==> src/rtl/apb_pkg.sv <==
// Shared APB types: bridge FSM state encoding and the default bus widths
// used by both the bridge and the register slaves.
package apb_pkg;

    localparam int APB_ADDR_W = 4;
    localparam int APB_DATA_W = 32;

    typedef enum logic [2:0] {
        IDLE   = 3'd0,
        SETUP  = 3'd1,
        ACCESS = 3'd2,
        RDWAIT = 3'd3,
        RESP   = 3'd4
    } apb_state_e;

endpackage

==> src/rtl/apb_wait_timer.sv <==
// ACCESS-phase wait counter: cleared by i_load, counts while i_en is high and
// flags o_expire in the TIMEOUT-th consecutive waiting cycle. TIMEOUT=0 disables it.
module apb_wait_timer #(
    parameter int TIMEOUT = 16
) (
    input  logic i_clk,
    input  logic i_rst,
    input  logic i_load,
    input  logic i_en,
    output logic o_expire
);

    generate
        if (TIMEOUT > 0) begin : g_timer
            localparam int CNT_W = $clog2(TIMEOUT + 1);
            localparam logic [CNT_W-1:0] LAST = CNT_W'(TIMEOUT - 1);

            logic [CNT_W-1:0] r_cnt;

            always_ff @(posedge i_clk or posedge i_rst) begin
                if (i_rst) begin
                    r_cnt <= '0;
                end else if (i_load) begin
                    r_cnt <= '0;
                end else if (i_en && !o_expire) begin
                    r_cnt <= r_cnt + 1'b1;
                end
            end

            // Expire in the cycle that would be the TIMEOUT-th wait, so ACCESS lasts exactly TIMEOUT cycles.
            assign o_expire = i_en && (r_cnt == LAST);
        end else begin : g_tieoff
            logic w_unused;
            assign w_unused = &{1'b0, i_clk, i_rst, i_load, i_en};
            assign o_expire = 1'b0;
        end
    endgenerate

endmodule

==> src/rtl/apb_master_bridge.sv <==
// APB3 requester: turns one valid/ready command into a SETUP+ACCESS transfer and
// returns read data / error on a valid/ready response port. One transfer in flight.
module apb_master_bridge
    import apb_pkg::*;
#(
    parameter int ADDR_W    = APB_ADDR_W,
    parameter int DATA_W    = APB_DATA_W,
    parameter int RDATA_DLY = 1,
    parameter int TIMEOUT   = 16
) (
    input  logic              PCLK,
    input  logic              PRESET,
    input  logic              cmd_valid,
    output logic              cmd_ready,
    input  logic              cmd_write,
    input  logic [ADDR_W-1:0] cmd_addr,
    input  logic [DATA_W-1:0] cmd_wdata,
    output logic              rsp_valid,
    input  logic              rsp_ready,
    output logic [DATA_W-1:0] rsp_rdata,
    output logic              rsp_err,
    output logic              PSEL,
    output logic              PENABLE,
    output logic              PWRITE,
    output logic [ADDR_W-1:0] PADDR,
    output logic [DATA_W-1:0] PWDATA,
    input  logic [DATA_W-1:0] PRDATA,
    input  logic              PREADY,
    input  logic              PSLVERR
);

    localparam bit RD_DLY = (RDATA_DLY != 0);

    apb_state_e        r_state;
    apb_state_e        w_next;
    logic              w_accept;
    logic              w_done;
    logic              w_timeout;
    logic              w_tmr_load;
    logic              w_tmr_en;
    logic              w_tmr_expire;

    logic              r_cmd_ready;
    logic              r_rsp_valid;
    logic [DATA_W-1:0] r_rsp_rdata;
    logic              r_rsp_err;
    logic              r_psel;
    logic              r_penable;
    logic              r_pwrite;
    logic [ADDR_W-1:0] r_paddr;
    logic [DATA_W-1:0] r_pwdata;

    apb_wait_timer #(
        .TIMEOUT (TIMEOUT)
    ) u_wait_timer (
        .i_clk    (PCLK),
        .i_rst    (PRESET),
        .i_load   (w_tmr_load),
        .i_en     (w_tmr_en),
        .o_expire (w_tmr_expire)
    );

    always_comb begin
        // NOTE: every signal gets a default before the case so no path leaves it unassigned (no latches).
        w_next     = r_state;
        w_accept   = 1'b0;
        w_done     = 1'b0;
        w_timeout  = 1'b0;
        w_tmr_load = 1'b0;
        w_tmr_en   = 1'b0;
        case (r_state)
            IDLE: begin
                if (cmd_valid && r_cmd_ready) begin
                    w_accept = 1'b1;
                    w_next   = SETUP;
                end
            end
            SETUP: begin
                w_tmr_load = 1'b1;
                w_next     = ACCESS;
            end
            ACCESS: begin
                if (PREADY) begin
                    w_done = 1'b1;
                    w_next = (r_pwrite || !RD_DLY) ? RESP : RDWAIT;
                end else begin
                    w_tmr_en = 1'b1;
                    if (w_tmr_expire) begin
                        w_timeout = 1'b1;
                        w_next    = RESP;
                    end
                end
            end
            RDWAIT: begin
                w_next = RESP;
            end
            RESP: begin
                if (rsp_ready) begin
                    w_next = IDLE;
                end
            end
            default: begin
                w_next = IDLE;
            end
        endcase
    end

    // Outputs are registered from the next state, so every port is a clean flop and reads 0 in reset.
    always_ff @(posedge PCLK or posedge PRESET) begin
        if (PRESET) begin
            r_state     <= IDLE;
            r_cmd_ready <= 1'b0;
            r_rsp_valid <= 1'b0;
            r_rsp_rdata <= '0;
            r_rsp_err   <= 1'b0;
            r_psel      <= 1'b0;
            r_penable   <= 1'b0;
            r_pwrite    <= 1'b0;
            r_paddr     <= '0;
            r_pwdata    <= '0;
        end else begin
            // NOTE: non-blocking assignments so every flop samples pre-edge values, independent of statement order.
            r_state     <= w_next;
            r_cmd_ready <= (w_next == IDLE);
            r_rsp_valid <= (w_next == RESP);
            r_psel      <= (w_next == SETUP) || (w_next == ACCESS);
            r_penable   <= (w_next == ACCESS);

            if (w_accept) begin
                r_pwrite    <= cmd_write;
                r_paddr     <= cmd_addr;
                r_pwdata    <= cmd_write ? cmd_wdata : '0;
                r_rsp_rdata <= '0;
                r_rsp_err   <= 1'b0;
            end

            if (w_done) begin
                r_rsp_err <= PSLVERR;
                if (!r_pwrite && !RD_DLY) begin
                    r_rsp_rdata <= PRDATA;
                end
            end

            if (w_timeout) begin
                r_rsp_err <= 1'b1;
            end

            // Registered-read slaves present PRDATA in the cycle after the completing ACCESS.
            if (r_state == RDWAIT) begin
                r_rsp_rdata <= PRDATA;
            end
        end
    end

    assign cmd_ready = r_cmd_ready;
    assign rsp_valid = r_rsp_valid;
    assign rsp_rdata = r_rsp_rdata;
    assign rsp_err   = r_rsp_err;
    assign PSEL      = r_psel;
    assign PENABLE   = r_penable;
    assign PWRITE    = r_pwrite;
    assign PADDR     = r_paddr;
    assign PWDATA    = r_pwdata;

endmodule

==> config.mk <==
export PLATFORM = sky130hd
export DESIGN_NAME = apb_master_bridge
export DESIGN_NICKNAME = d
export VERILOG_FILES = /design/src/rtl/apb_pkg.sv /design/src/rtl/apb_wait_timer.sv /design/src/rtl/apb_master_bridge.sv
export SDC_FILE = /design/constraint.sdc
export NUM_CORES = 1
export LEC_CHECK = 0
export ABC_AREA = 1
export CELL_PAD_IN_SITES_DETAIL_PLACEMENT = 2
export CELL_PAD_IN_SITES_GLOBAL_PLACEMENT = 2
export CORE_UTILIZATION = 23
export CTS_CLUSTER_SIZE = 10
export DETAILED_ROUTE_END_ITERATION = 7
export PLACE_DENSITY_LB_ADDON = 0.1
export SETUP_SLACK_MARGIN = 0.2
export SYNTH_ARGS = -nofsm -noshare
export SYNTH_HDL_FRONTEND = slang
export SYNTH_HIERARCHICAL = 1
export SYNTH_SLANG_ARGS = --single-unit
==> constraint.sdc <==
create_clock -name PCLK -period 3.1 [get_ports PCLK]
set_input_delay 0.62 -clock PCLK [delete_from_list [all_inputs] [get_ports PCLK]]
set_output_delay 0.62 -clock PCLK [all_outputs]
set_load 0.01 [all_outputs]
# [Word level (Yosys, flattened, before mapping)]
# Index checks and enable logic that the tools add are counted.
# Widths: inputs -> output; s select.
[classes] eq_ne=8 addsub=1 mux=24 n_reduce_logical=10
[op_table] op="$mux 32" n=3
[op_table] op="$mux 3" n=5
[op_table] op="$pmux 3 s5" n=1
[op_table] op="$mux 1" n=13
[op_table] op="$mux 5" n=2
[op_table] op="$eq 3x2->1 const B" n=3
[op_table] op="$eq 3x1->1 const B" n=2
[op_table] op="$eq 3x3->1 const B" n=2
[op_table] op="$logic_not 3->1" n=2
[op_table] op="$add 5x1->5 const B" n=1
[op_table] op="$eq 5x4->1 const B" n=1
[op_table] op="$reduce_bool 2->1" n=2
[op_table] op="$logic_and 1x1->1" n=3
[op_table] op="$reduce_bool 3->1" n=1
[op_table] op="$logic_not 1->1" n=1
[op_table] op="$logic_or 1x1->1" n=1
[totals] word_cells=54 out_inout_bits=74 in_bits=75 reg_bits=82

# [Logic depth before layout (Yosys ltp)]
[depth] word_depth=8 depth_mapped=13 depth_no_buf=13

# [By module]
# The synthesis kept the hierarchy.
[modules_own_cells] mod="apb_master_bridge" seq_area_each_um2=1926.8 n_inst=1 cells_per_inst=347 area_each_um2=3150.5
[modules_own_cells] mod="apb_wait_timer" seq_area_each_um2=125.1 n_inst=1 cells_per_inst=39 area_each_um2=281.5

# [Worst setup path after synthesis]
# No wires, ideal clock.
[synth_timing] kind="input-to-reg" from="input port PREADY" to="register r_cmd_ready (netlist: cmd_ready)" path_slack_ps=1387 setup_time_ps=71 path_buffers=0 path_stages=9 t_arrival_ps=1642 t_required_ps=3029 path_cell_list="nor4_1 nand2_1 inv_1 inv_1 nand3_1 nand2_1 a21oi_2 nand2_1 nor2_1"
[synth_via] elab_chain_cells=7
[synth_lines] element="start, declared" line_no="apb_master_bridge.sv:28" source="input logic PREADY,"
[synth_lines] element="$mux 1" line_no="apb_master_bridge.sv:83" source="if (PREADY) begin"
[synth_lines] element="$mux 1" line_no="apb_master_bridge.sv:71" source="case (r_state)"
[synth_lines] element="$logic_and 1x1->1" line_no="apb_wait_timer.sv:31" source="assign o_expire = i_en && (r_cnt == LAST);"
[synth_lines] element="net w_tmr_expire" line_no="apb_master_bridge.sv:41" source="logic w_tmr_expire;"
[synth_lines] element="$mux 3" line_no="apb_master_bridge.sv:88" source="if (w_tmr_expire) begin"
[synth_lines] element="$mux 3" line_no="apb_master_bridge.sv:83"
[synth_lines] element="$pmux 3 s5" line_no="apb_master_bridge.sv:71"
[synth_lines] element="$logic_not 3->1" line_no="apb_master_bridge.sv:124" source="r_cmd_ready <= (w_next == IDLE);"
[synth_lines] element="end signal, assigned" line_no="apb_master_bridge.sv:124"
[synth_lines] element="end, declared" line_no="apb_master_bridge.sv:43" source="logic r_cmd_ready;"
# The timed path passes the listed nets, and every way through them passes these cells.
# A chain may end at the register's enable or synchronous reset.

# [Final worst setup path]
[layout_timing] from="input port cmd_valid" to="register r_rsp_rdata[7] (netlist: rsp_rdata[7])"
[layout_via] elab_chain_cells=4
[layout_lines] element="start, declared" line_no="apb_master_bridge.sv:13" source="input logic cmd_valid,"
[layout_lines] element="$logic_and 1x1->1" line_no="apb_master_bridge.sv:73" source="if (cmd_valid && r_cmd_ready) begin"
[layout_lines] element="$mux 1" line_no="apb_master_bridge.sv:73"
[layout_lines] element="$mux 1" line_no="apb_master_bridge.sv:71"
[layout_lines] element="$reduce_bool 2->1 (no source line)"
[layout_lines] element="end signal, assigned" line_no="apb_master_bridge.sv:114" source="r_rsp_rdata <= '0;"
[layout_lines] element="end signal, assigned" line_no="apb_master_bridge.sv:133" source="r_rsp_rdata <= '0;"
[layout_lines] element="end signal, assigned" line_no="apb_master_bridge.sv:140" source="r_rsp_rdata <= PRDATA;"
[layout_lines] element="end, declared" line_no="apb_master_bridge.sv:45" source="logic [DATA_W-1:0] r_rsp_rdata;"
# No other way between the ends.

==> flow_metrics.env <==
export IMPL_cts_setup_buffers=0
export IMPL_synth_top_area_share_pct=59.79
export IMPL_dpl_hpwl_um=8027
export IMPL_netlist_top_cell_by_area="dfrtp_1"
export IMPL_cp_required_ps=3300
export IMPL_clockBufferDepth=2
export IMPL_syn_num_nets=463
export IMPL_maxSlewViolCount=0
export IMPL_post_route_util_pct=37.27
export IMPL_cts_tree="yes"
export IMPL_cts_sinks=82
export IMPL_drc=0
export IMPL_fillers=1612
export IMPL_critPathLaunchType="input port"
export IMPL_tns_ps=0
export IMPL_numCtsBuffers=9
export IMPL_drive_gt1_share_pct=6.157
export IMPL_cts_root_buf="clkbuf_16"
export IMPL_skew_ps=5.963
export IMPL_gr_usage_all_layers_pct=15.51
export IMPL_design_die_area_um2=15410
export IMPL_synth_area_um2=3432
export IMPL_dr_total_vias=3172
export IMPL_placement_io_buffers=148
export IMPL_setup_viol=0
export IMPL_period_share_pct=63.64
export IMPL_core_area_um2=14530
export IMPL_die_w_um=124.2
export IMPL_grt_max_degree=46
export IMPL_grt_pass1_vias=3431
export IMPL_grt_ovfl_total=0
export IMPL_vias_per_cell=4.406
export IMPL_arrival_ps=2170
export IMPL_antenna_left=0
export IMPL_syn_to_final_growth_pct=57.82
export IMPL_ioPinCount=149
export IMPL_crit_path_max_fanout=42
export IMPL_insertion_delay_ps=340
export IMPL_p_per_area_nw_per_um2=905.8
export IMPL_synth_area_leaders="dfrtp_1 60%, nand3_1 11%, nand2_1 11%"
export IMPL_hold_viol_final=0
export IMPL_ys_ff_latch=82
export IMPL_status="finished, final reports clean"
export IMPL_ys_seq_area_share_pct=59.79
export IMPL_start_util_pct=23.61
export IMPL_grt_first_pass_wirelength_um=17870
export IMPL_cts_resized=0
export IMPL_holdPathStages=2
export IMPL_syn_inst=386
export IMPL_max_slew_margin_pct=49.95
export IMPL_gp_congestion=0.7060
export IMPL_syn_area_per_cell_um2=8.891
export IMPL_layout_nets=608
export IMPL_ir_worst_vdd_mv=0.2773
export IMPL_wl_per_cell_um=15.67
export IMPL_critical_path_class="in -> reg"
export IMPL_reg2reg_depth=5
export IMPL_synth_distinct_cells=23
export IMPL_fp_row_count=44
export IMPL_ctsHoldBuffers=0
export IMPL_rsz0062_at_grt="false"
export IMPL_antenna_found_initial=0
export IMPL_timing_max_cap_violations=0
export IMPL_diodes=0
export IMPL_drtIter0Drc=92
export IMPL_cts_htree_levels=3
export IMPL_die_h_um=124.2
export IMPL_crit_path_end_kind="flop"
export IMPL_fmax_ghz=0.5069
export IMPL_ys_warn_count=6
export IMPL_p_leak_nw=2.611
export IMPL_worst_pin_slew_ps=749.9
export IMPL_hold_class="reg -> reg"
export IMPL_firstDrtPassIters=4
export IMPL_path_clk_slew_ps=60
export IMPL_fin_crit_ps=1973
export IMPL_drt_total_wl_um=11280
## area by class of cell
class	count	area [um2]	area share (%)
Clock buffer	11	242.7	4.481
Inverter	50	188.9	3.488
Sequential cell	82	2052	37.88
Timing Repair Buffer	156	1554	28.69
Clock inverter	5	77.57	1.432
Tap cell	184	230.2	4.250
Multi-Input combinational cell	232	1071	19.77
## state kept, by name, summed over array words and instances, names as in the netlist, 3 cells and up
register and count:
rsp_rdata 32, PWDATA 32, PADDR 4, u_wait_timer/g_timer.r_cnt 5
r_state 3
## worst max-delay path: stages
cell and delay (ps):
clkdlybuf4s50_1 480, nand2_1 100, nor2_4 360, inv_2 70, buf_4 270, nand3_1 120
o21ai_0 110
## cell usage after synthesis (all sizes together)
library cell and n:
nand3 76, nand2 100, o21ai 35, a21oi 3
inv 50, clkbuf 3, nor4 1, dfrtp 82
ha 2, buf 19, nor2 13, nor3 2
## placed cells by master, fill, tap and decap left out, drive strengths merged
cell and n:
clkinv 3, ha 2, inv 49, nand3 76, a21oi 3, nor2 13, clkbuf 11, clkinvlp 1
nand2 100, bufinv 2, clkdlybuf4s50 148, dfrtp 82, nor3 2, o21ai 35, buf 8, nor4 1
## where the power goes
group | switching (mW) | internal [mW]
registers | 0.254 | 1.49
clock network | 0.426 | 0.725
logic | 1.01 | 0.997
total | 1.69 | 3.21
## worst paths after layout
check | startpoint | end | slack [ps]
worst min register to register | PWDATA[19] | PWDATA[19] | 480
worst max-delay path | cmd_valid | rsp_rdata[7] | 1130
worst min-delay path | PWDATA[19] | PWDATA[19] | 480
worst max register to register | r_state[2] | rsp_rdata[22] | 1160
max in group asynchronous | PRESET | PENABLE | 1720
min in group asynchronous | PRESET | u_wait_timer/g_timer.r_cnt[4] | 560
## per-stage QoR
stage | worst slack (ps) | hold WS (ps) | total power, mW | cells | instance area, um2
after floorplan | 513.3 | 398.5 | 2.663 | 386 | 3432
after global placement | 830.8 | 454.4 | 3.751 | 704 | 5096
after detailed placement | 758.0 | 470.0 | 3.825 | 704 | 5096
after CTS | 1108 | 486.8 | 5.023 | 720 | 5416
after global routing | 950.9 | 510.1 | 5.291 | 720 | 5416
final | 1127 | 478.9 | 4.906 | 720 | 5416
## metal layers
layer	track usage [%]	up-vias	part of all wire [%]
met3	6.044	10	9.5
met4	6.696	0	1.5
met2	23.69	111	44
met5	0	-	0
li1	-	1506	-
met1	19.35	1545	45
## logic make-up after synthesis
kind of cell               Yosys count  synth area share [%]
adders and majority gates            2                0.7290
AOI/OAI and AO/OA                   38                 5.651
and+or+nand+nor                    192                 24.83
DFF                                 82                 59.79
buffers and inverters               72                 9.005
Note: power is estimated with default switching activity, not from simulation.
